### src/rtl/countdown_timer_mmss_pkg.sv
// Shared types and limits for the MM:SS countdown timer.
package countdown_timer_mmss_pkg;

  typedef enum logic [1:0] {
    StIdle    = 2'd0,
    StRun     = 2'd1,
    StPause   = 2'd2,
    StExpired = 2'd3
  } state_e;

  localparam logic [7:0] SEC_MAX = 8'd59;
  localparam logic [7:0] MIN_MAX = 8'd99;

  function automatic logic [7:0] clamp_u8(input logic [7:0] val, input logic [7:0] lim);
    return (val > lim) ? lim : val;
  endfunction

endpackage

### src/rtl/countdown_timer_mmss_tick_prescaler.sv
// Divides the system clock to a one-cycle tick every TICK_PERIOD enabled cycles.
module countdown_timer_mmss_tick_prescaler
  import countdown_timer_mmss_pkg::*;
#(
  parameter int unsigned TICK_PERIOD = 50_000_000
) (
  input  logic clk_i,
  input  logic rst_ni,
  input  logic en_i,
  input  logic clr_i,
  output logic tick_o
);

  localparam int unsigned CW = (TICK_PERIOD > 1) ? $clog2(TICK_PERIOD) : 1;
  localparam logic [CW-1:0] CntLast = CW'(TICK_PERIOD - 1);

  logic [CW-1:0] cnt_q, cnt_d;

  // Tick fires on the same edge the counter wraps, so the caller acts on that edge.
  assign tick_o = en_i && (cnt_q == CntLast);

  always_comb begin
    cnt_d = cnt_q;
    if (clr_i) begin
      cnt_d = '0;
    end else if (en_i) begin
      cnt_d = tick_o ? '0 : cnt_q + 1'b1;
    end
  end

  always_ff @(posedge clk_i or negedge rst_ni) begin
    if (!rst_ni) begin
      cnt_q <= '0;
    end else begin
      cnt_q <= cnt_d;
    end
  end

endmodule

### src/rtl/countdown_timer_mmss.sv
// Preset MM:SS countdown timer with start/stop toggle, timed alarm pulse and sticky done flag.
module countdown_timer_mmss
  import countdown_timer_mmss_pkg::*;
#(
  parameter int unsigned TICK_PERIOD = 50_000_000,
  parameter int unsigned ALARM_LEN   = 25_000_000
) (
  input  logic       qzt_clk,
  input  logic       reset_n,
  input  logic       start_stop,
  input  logic       load,
  input  logic [7:0] preset_min,
  input  logic [7:0] preset_sec,
  output logic [7:0] min,
  output logic [7:0] sec,
  output logic       running,
  output logic       alarm,
  output logic       done
);

  localparam int unsigned AW = (ALARM_LEN > 1) ? $clog2(ALARM_LEN) : 1;
  localparam logic [AW-1:0] AlarmLast = AW'(ALARM_LEN - 1);

  state_e        state_q, state_d;
  logic [7:0]    min_q, min_d, sec_q, sec_d;
  logic          done_q, done_d, alarm_q, alarm_d, running_q;
  logic [AW-1:0] alarm_cnt_q, alarm_cnt_d;
  logic          ss_old_q, ss_edge, load_take, tick;

  assign ss_edge   = start_stop & ~ss_old_q;
  assign load_take = load && (state_q != StRun);

  countdown_timer_mmss_tick_prescaler #(
    .TICK_PERIOD(TICK_PERIOD)
  ) u_prescaler (
    .clk_i (qzt_clk),
    .rst_ni(reset_n),
    .en_i  (state_q == StRun),
    .clr_i (load_take),
    .tick_o(tick)
  );

  always_comb begin
    state_d     = state_q;
    min_d       = min_q;
    sec_d       = sec_q;
    done_d      = done_q;
    alarm_d     = alarm_q;
    alarm_cnt_d = alarm_cnt_q;

    if (alarm_q) begin
      if (alarm_cnt_q == AlarmLast) begin
        alarm_d     = 1'b0;
        alarm_cnt_d = '0;
      end else begin
        alarm_cnt_d = alarm_cnt_q + 1'b1;
      end
    end

    if (load_take) begin
      min_d       = clamp_u8(preset_min, MIN_MAX);
      sec_d       = clamp_u8(preset_sec, SEC_MAX);
      done_d      = 1'b0;
      alarm_d     = 1'b0;
      alarm_cnt_d = '0;
      state_d     = StIdle;
    end else begin
      unique case (state_q)
        StIdle: begin
          if (ss_edge && (min_q != 8'd0 || sec_q != 8'd0)) state_d = StRun;
        end
        StRun: begin
          if (tick) begin
            if (sec_q == 8'd0) begin
              sec_d = SEC_MAX;
              min_d = min_q - 8'd1;
            end else begin
              sec_d = sec_q - 8'd1;
            end
            // Terminal tick wins over a coincident start/stop edge.
            if (min_q == 8'd0 && sec_q == 8'd1) begin
              state_d     = StExpired;
              done_d      = 1'b1;
              alarm_d     = 1'b1;
              alarm_cnt_d = '0;
            end else if (ss_edge) begin
              state_d = StPause;
            end
          end else if (ss_edge) begin
            state_d = StPause;
          end
        end
        StPause: begin
          if (ss_edge) state_d = StRun;
        end
        StExpired: begin
          if (ss_edge) begin
            state_d     = StIdle;
            done_d      = 1'b0;
            alarm_d     = 1'b0;
            alarm_cnt_d = '0;
          end
        end
        default: state_d = StIdle;
      endcase
    end
  end

  always_ff @(posedge qzt_clk or negedge reset_n) begin
    if (!reset_n) begin
      state_q     <= StIdle;
      min_q       <= 8'd0;
      sec_q       <= 8'd0;
      done_q      <= 1'b0;
      alarm_q     <= 1'b0;
      alarm_cnt_q <= '0;
      running_q   <= 1'b0;
      ss_old_q    <= 1'b0;
    end else begin
      state_q     <= state_d;
      min_q       <= min_d;
      sec_q       <= sec_d;
      done_q      <= done_d;
      alarm_q     <= alarm_d;
      alarm_cnt_q <= alarm_cnt_d;
      running_q   <= (state_d == StRun);
      ss_old_q    <= start_stop;
    end
  end

  assign min     = min_q;
  assign sec     = sec_q;
  assign running = running_q;
  assign alarm   = alarm_q;
  assign done    = done_q;

endmodule

### config.mk
export PLATFORM = sky130hd
export DESIGN_NAME = countdown_timer_mmss
export DESIGN_NICKNAME = d
export VERILOG_FILES = /design/src/rtl/countdown_timer_mmss_pkg.sv /design/src/rtl/countdown_timer_mmss_tick_prescaler.sv /design/src/rtl/countdown_timer_mmss.sv
export SDC_FILE = /design/constraint.sdc
export NUM_CORES = 1
export LEC_CHECK = 0
export CAP_MARGIN = 0
export CORE_MARGIN = 2
export CORE_UTILIZATION = 35
export CTS_CLUSTER_DIAMETER = 30
export DETAILED_ROUTE_END_ITERATION = 8
export GPL_TIMING_DRIVEN = 0
export RECOVER_POWER = 25
export SKIP_LAST_GASP = 1
export SLEW_MARGIN = 20
export SYNTH_ARGS = -nofsm -noshare
export SYNTH_HDL_FRONTEND = slang
export SYNTH_SLANG_ARGS = --single-unit
export TNS_END_PERCENT = 50
### constraint.sdc
create_clock -name qzt_clk -period 3.1 [get_ports qzt_clk]
set_input_delay 0.93 -clock qzt_clk [delete_from_list [all_inputs] [get_ports qzt_clk]]
set_output_delay 0.93 -clock qzt_clk [all_outputs]
set_load 0.005 [all_outputs]
Word level (Yosys, flattened, before mapping)
Cells that the tools add are included.
{ "word_totals": {"inputBits": 20, "output_inout_bits": 19, "regBits": 73} }
{ "classes": {"addsub": 4, "bitwise_logic": 2, "n_mux": 40, "order_cmp": 2, "n_reduce_logical": 17, "n_eq_ne": 11} }
{ "op_table": {"columns": ["operator", "count"], "rows": [
  ["25-bit two-way mux", 6],
  ["8-bit two-way mux", 10],
  ["26-bit two-way mux", 3],
  ["25-bit case mux with 2 select lines", 1],
  ["26-bit by 1-bit adder with 26-bit output (second input constant)", 1],
  ["26-bit equality test (second input constant)", 1],
  ["25-bit by 1-bit adder with 25-bit output (second input constant)", 1],
  ["25-bit equality test (second input constant)", 1],
  ["8-bit zero test", 2],
  ["8-bit nonzero test", 2],
  ["8-bit by 1-bit subtractor with 8-bit output (second input constant)", 2],
  ["2-bit two-way mux", 7],
  ["1-bit two-way mux", 10],
  ["3-bit inequality test (second input constant)", 3],
  ["8-bit by 1-bit equality test with 1-bit output (second input constant)", 1],
  ["8-bit by 6-bit > comparator with 1-bit output (second input constant)", 1],
  ["8-bit by 7-bit > comparator with 1-bit output (second input constant)", 1],
  ["2-bit case mux with 4 select lines", 1],
  ["2-bit nonzero test", 3],
  ["2-bit by 1-bit equality test with 1-bit output (second input constant)", 2],
  ["2-bit equality test (second input constant)", 2],
  ["1-bit logical AND", 4],
  ["1-bit case mux with 2 select lines", 2],
  ["4-bit AND reduction", 1],
  ["8 further kinds", 8]
]} }

Depth between registers and ports, before layout
{ "depth": {"depth_word": 8, "depth_mapped": 8, "depth_no_buf": 7} }

By module
A second synthesis with hierarchy kept.
{ "hier_totals": {"cells_unflattened": 442, "area_unflattened_um2": 4160.2} }
{ "modules_own_cells": {"columns": ["module", "area_each_um2", "seq_area_each_um2", "cells_per_inst", "instances"], "rows": [
  ["countdown_timer_mmss", 2667.6, 1176.1, 285, 1],
  ["countdown_timer_mmss_tick_prescaler", 1492.7, 650.6, 157, 1]
]} }

Worst setup path before layout
OpenSTA, ideal clock, no wires.
{ "synth_path": {"kind": "input to register", "start": "input port load", "end": "register sec_q[0], in the netlist sec[0]", "path_stages": 5, "arrival_ps": 2108, "path_slack_ps": 859, "path_buffers": 0, "cell_sequence": "clkinv_1 or4_1 a41o_1 o211ai_1 o21ai_0"} }
{ "synth_between": {"elab_chain_len": 3, "word_cells_on_any_way": 5, "cone_classes": "1 x mux; 4 x reduce/logical"} }
{ "synth_rtl": {"columns": ["item", "line", "text"], "rows": [
  ["start, declared", "countdown_timer_mmss.sv:11", "input logic load,"],
  ["1-bit logical AND *", "countdown_timer_mmss.sv:31", "assign load_take = load && (state_q != StRun);"],
  ["2-bit nonzero test (no source line)", null, null],
  ["2-bit AND reduction (no source line)", null, null],
  ["end signal, assigned", "countdown_timer_mmss.sv:113", "sec_q <= 8'd0;"],
  ["end signal, assigned", "countdown_timer_mmss.sv:122", "sec_q <= sec_d;"],
  ["end, declared", "countdown_timer_mmss.sv:25", "logic [7:0] min_q, min_d, sec_q, sec_d;"]
]} }
Mark *: on every way between the ends. The rest lies on a longest branch, timed or not.
A chain may end at the register's enable or synchronous reset.

Worst setup path in the final report
{ "layout_path": {"start": "input port load", "end": "register u_prescaler.cnt_q[9]"} }
{ "layout_between": {"elab_chain_len": 2, "word_cells_on_any_way": 3, "cone_classes": "1 x mux; 2 x reduce/logical"} }
{ "layout_rtl": {"columns": ["item", "line", "text"], "rows": [
  ["1-bit logical AND *", "countdown_timer_mmss.sv:31", null],
  ["26-bit two-way mux or 2-bit nonzero test (tied branches)", null, null],
  ["end signal, assigned", "countdown_timer_mmss_tick_prescaler.sv:35", "cnt_q <= cnt_d;"],
  ["end, declared", "countdown_timer_mmss_tick_prescaler.sv:17", "logic [CW-1:0] cnt_q, cnt_d;"]
]} }
Marks and branches as above.

==> summary.md <==
| Metric | Value |
|---|---|
| DIE HEIGHT | 111 microns |
| Die Wd | 111 microns |
| YS warnings | 0 |
| Worst hold path type | reg2reg |
| Pwr Density | about 650 nW/um^2 |
| Starting density of the core | 36.2% |
| Mapped Nets | about 460 |
| FILL cells | roughly 1100 |
| Failing checks | max-capacitance violations, max-slew violations |
| Vias | between 3000 and 4000 |
| Gate Count Post-Synth | 436 |
| Tightest Pin Transition | a little over 2 ns |
| Vias per cell | 5.45 |
| Slew headroom | -37.9% |
| Synth Cell Area | 3980 sq um |
| Synthesis-stage register bit count | 73 |
| Simple-Gate Fraction of Synth Area | just under 30% |
| CTS Hold Bufs | 0 |
| Core Box Area | around 11000 sq um |
| Total grt overflow | 0 |
| Most common cell after layout, fill and taps aside | dfrtp_1 |
| TritonCTS buffer count | 9 |
| Post-CTS setup buffers | 0 |
| Final design utilization | 44.1% |
| IO buf count | 38 |
| CTS Root Cell | clkbuf_16 |
| Post-synthesis mux area share | 0.283% |
| Clk_skew | 0.00540 ns |
| Prevailing post-synth register cell | dfrtp_1 |
| Initial DRC Count | 201 |
| I/O pin cnt | 39 |
| Drt total wl | 9560 microns |
| Sequential area share after synthesis | a little under half |
| Final period util | 94.4% |
| Multi-input combinational cell area | 2050 sq um |
| XOR/XNOR Fraction of Synth Area | 9.25% |
| Register Area | 1830 sq um |
| Sink Count | 73 |
| Clock slew at reported path FFs | 0.06 ns |
| Synth unique cells | 53 |
| Compound-Gate Fraction of Synth Area | 10.9% |
| Antenna cell count | 0 |
| Clock Tree Buf Depth | 2 |
| P_leak | 1.94 nW |
| WS Path Type | in2reg |
| Post-route worst setup slack | 0.175 ns |
| Number of synthesized flops with an enable pin | 0 |
| Routed length per instance | ~15 microns |
| CTS tree | yes |
| Post-synth ARST share | 100% |
| TritonRoute pass-1 iters | 4 |
| Routed Antenna Nets | 0 |
| Initial antenna violation count | 0 |
| Post-place setup slack | -0.259 ns |
| Final net count | a little over 500 |
| Max Used Layer | met4 |
| Startpoint Class | input port |
| Hpwl dp | 6800 microns |
| Area added between synthesis and finish | 21.9% |
| H-tree depth | 3 |
| Number of global-route vias before repair | 3328 |
| Crit-path max FO | 7 |
| DRC Markers | 0 |
| Largest family of logic cells by synthesized area | simple AND/OR/NAND/NOR gates |
| Commonest cells after routing, fill and taps aside | dfrtp_1 (73), nor2_1 (56), nand2_1 (43), clkdlybuf4s50_1 (36), nand3_1 (24) |
| Largest net degree at the start of global routing | 39 |
| Reg2reg setup slack | 0.64 ns |
| Latest clock arrival within the worst-skew pair | 0.33 ns |
| Die ar. | 12200 sq um |
| RSZ-0062 raised after global routing | true |
| Adder-cell share of the synthesized area | 1.57% |
| GP Congestion | 0.839 |
| Slew Limit Fails | 36 |
| Status | finished, violations left |
| Final Setup Violations | 0 |
| Row count | 38 |
| Worst vdd ir | 403 uV |
| Final Hold Viols | 0 |
| Crit path DAT | around 3.1 ns |
| Syn_area_per_cell | roughly 9 sq um |
| Number of max-cap violations | 1 |
| Metal3 WL | 442 microns |
| Wire length on met2 | between 4000 and 5000 microns |
| Type of destination of the critical path | flop |
| WP data required | 3.30 ns |
| First-pass GRT wire length | 16700 microns |
| Share of cells above drive strength 1 | 5.70% |
| Metal-1 WL | 4650 microns |
| Period minus WS final | ~3 ns |
| Gr usage total | 16.4% |
| Fmax | 0.342 GHz |
-- cells by family after synthesis --
logic type,after synthesis
flip-flops,73
adder cells (fa/ha/maj),5
buffers and inverters,27
AND/OR/NAND/NOR,220
multiplexers,1
AO/OA/AOI/OAI,68
XOR/XNOR,42
-- state kept, by name, indices dropped and copies added (netlist names) --
name	count
alarm_cnt_q	25
state_q	2
running	1
ss_old_q	1
min	8
sec	8
u_prescaler.cnt_q	26
alarm	1
done	1
-- stage by stage --
| stage | instance area, sq um | setup TNS (ns) | instances | hold WS [ns] | power [mW] |
|---|---|---|---|---|---|
| floorplan | 3980 | 0 | 436 | 0.475 | 1.71 |
| global route | 4840 | -0.0508 | 631 | 0.553 | 3.32 |
| detailed placement | 4550 | -4.67 | 615 | 0.530 | 2.10 |
| global placement | 4530 | -119.14 | 614 | 0.519 | 2.08 |
| CTS | 4850 | 0 | 631 | 0.542 | 3.17 |
| finish | 4840 | 0 | 631 | 0.547 | 3.13 |
-- report_power, final --
part,internal [mW],switching (mW)
clock,0.642,0.406
combinational,0.379,0.480
sequential,1.07,0.156
total,2.09,1.04
-- worst max-delay path, stage by stage --
cell and delay (ns):
clkdlybuf4s50_1 0.59, clkinv_1 0.28, a211oi_1 0.87, and3_1 0.28
xnor2_1 0.12, nor2_1 0.05
-- what timing repair did --
item,CTS,global route
hold endpoints to repair,0,0
setup endpoints to repair,0,15
resized for setup,0,1
-- synthesized netlist by cell type (11+ instances only) --
master / n / share of area, %
a21oi_1: 18 / 2.3
clkbuf_1: 11 / 1.0
dfrtp_1: 73 / 46
inv_1: 12 / 1.1
nand2_1: 43 / 4.1
nand3_1: 24 / 3.0
nand4_1: 20 / 3.1
nor2_1: 57 / 5.4
nor3_1: 12 / 1.5
o21ai_0: 15 / 1.9
xnor2_1: 22 / 4.8
xor2_1: 20 / 4.4
-- cell type report --
type / count / area share, %
repair buffers: 39 / 8.14
multi-input cells: 336 / 42.2
inverters: 13 / 1.01
well taps: 140 / 3.62
flip-flops and latches: 73 / 37.7
plain buffers: 14 / 1.16
clock buffers: 11 / 5.01
clock inverters: 5 / 1.14
-- routing by layer --
layer	up-vias	track usage, %
met4	0	4.67
met5	-	0
met3	10	3.90
li1	1678	-
met2	81	24.8
met1	1667	23.4
-- worst paths after layout --
check | start | end | cells past startpoint
setup / recovery | load | u_prescaler.cnt_q[9] | 6
hold / removal | u_prescaler.cnt_q[1] | u_prescaler.cnt_q[1] | 1
setup reg to reg | min[0] | alarm_cnt_q[8] | 8
hold reg to reg | u_prescaler.cnt_q[1] | u_prescaler.cnt_q[1] | 1
max in group asynchronous | reset_n | min[7] | 1
min in group asynchronous | reset_n | u_prescaler.cnt_q[3] | 1
Power figures use the tool's default switching activity.
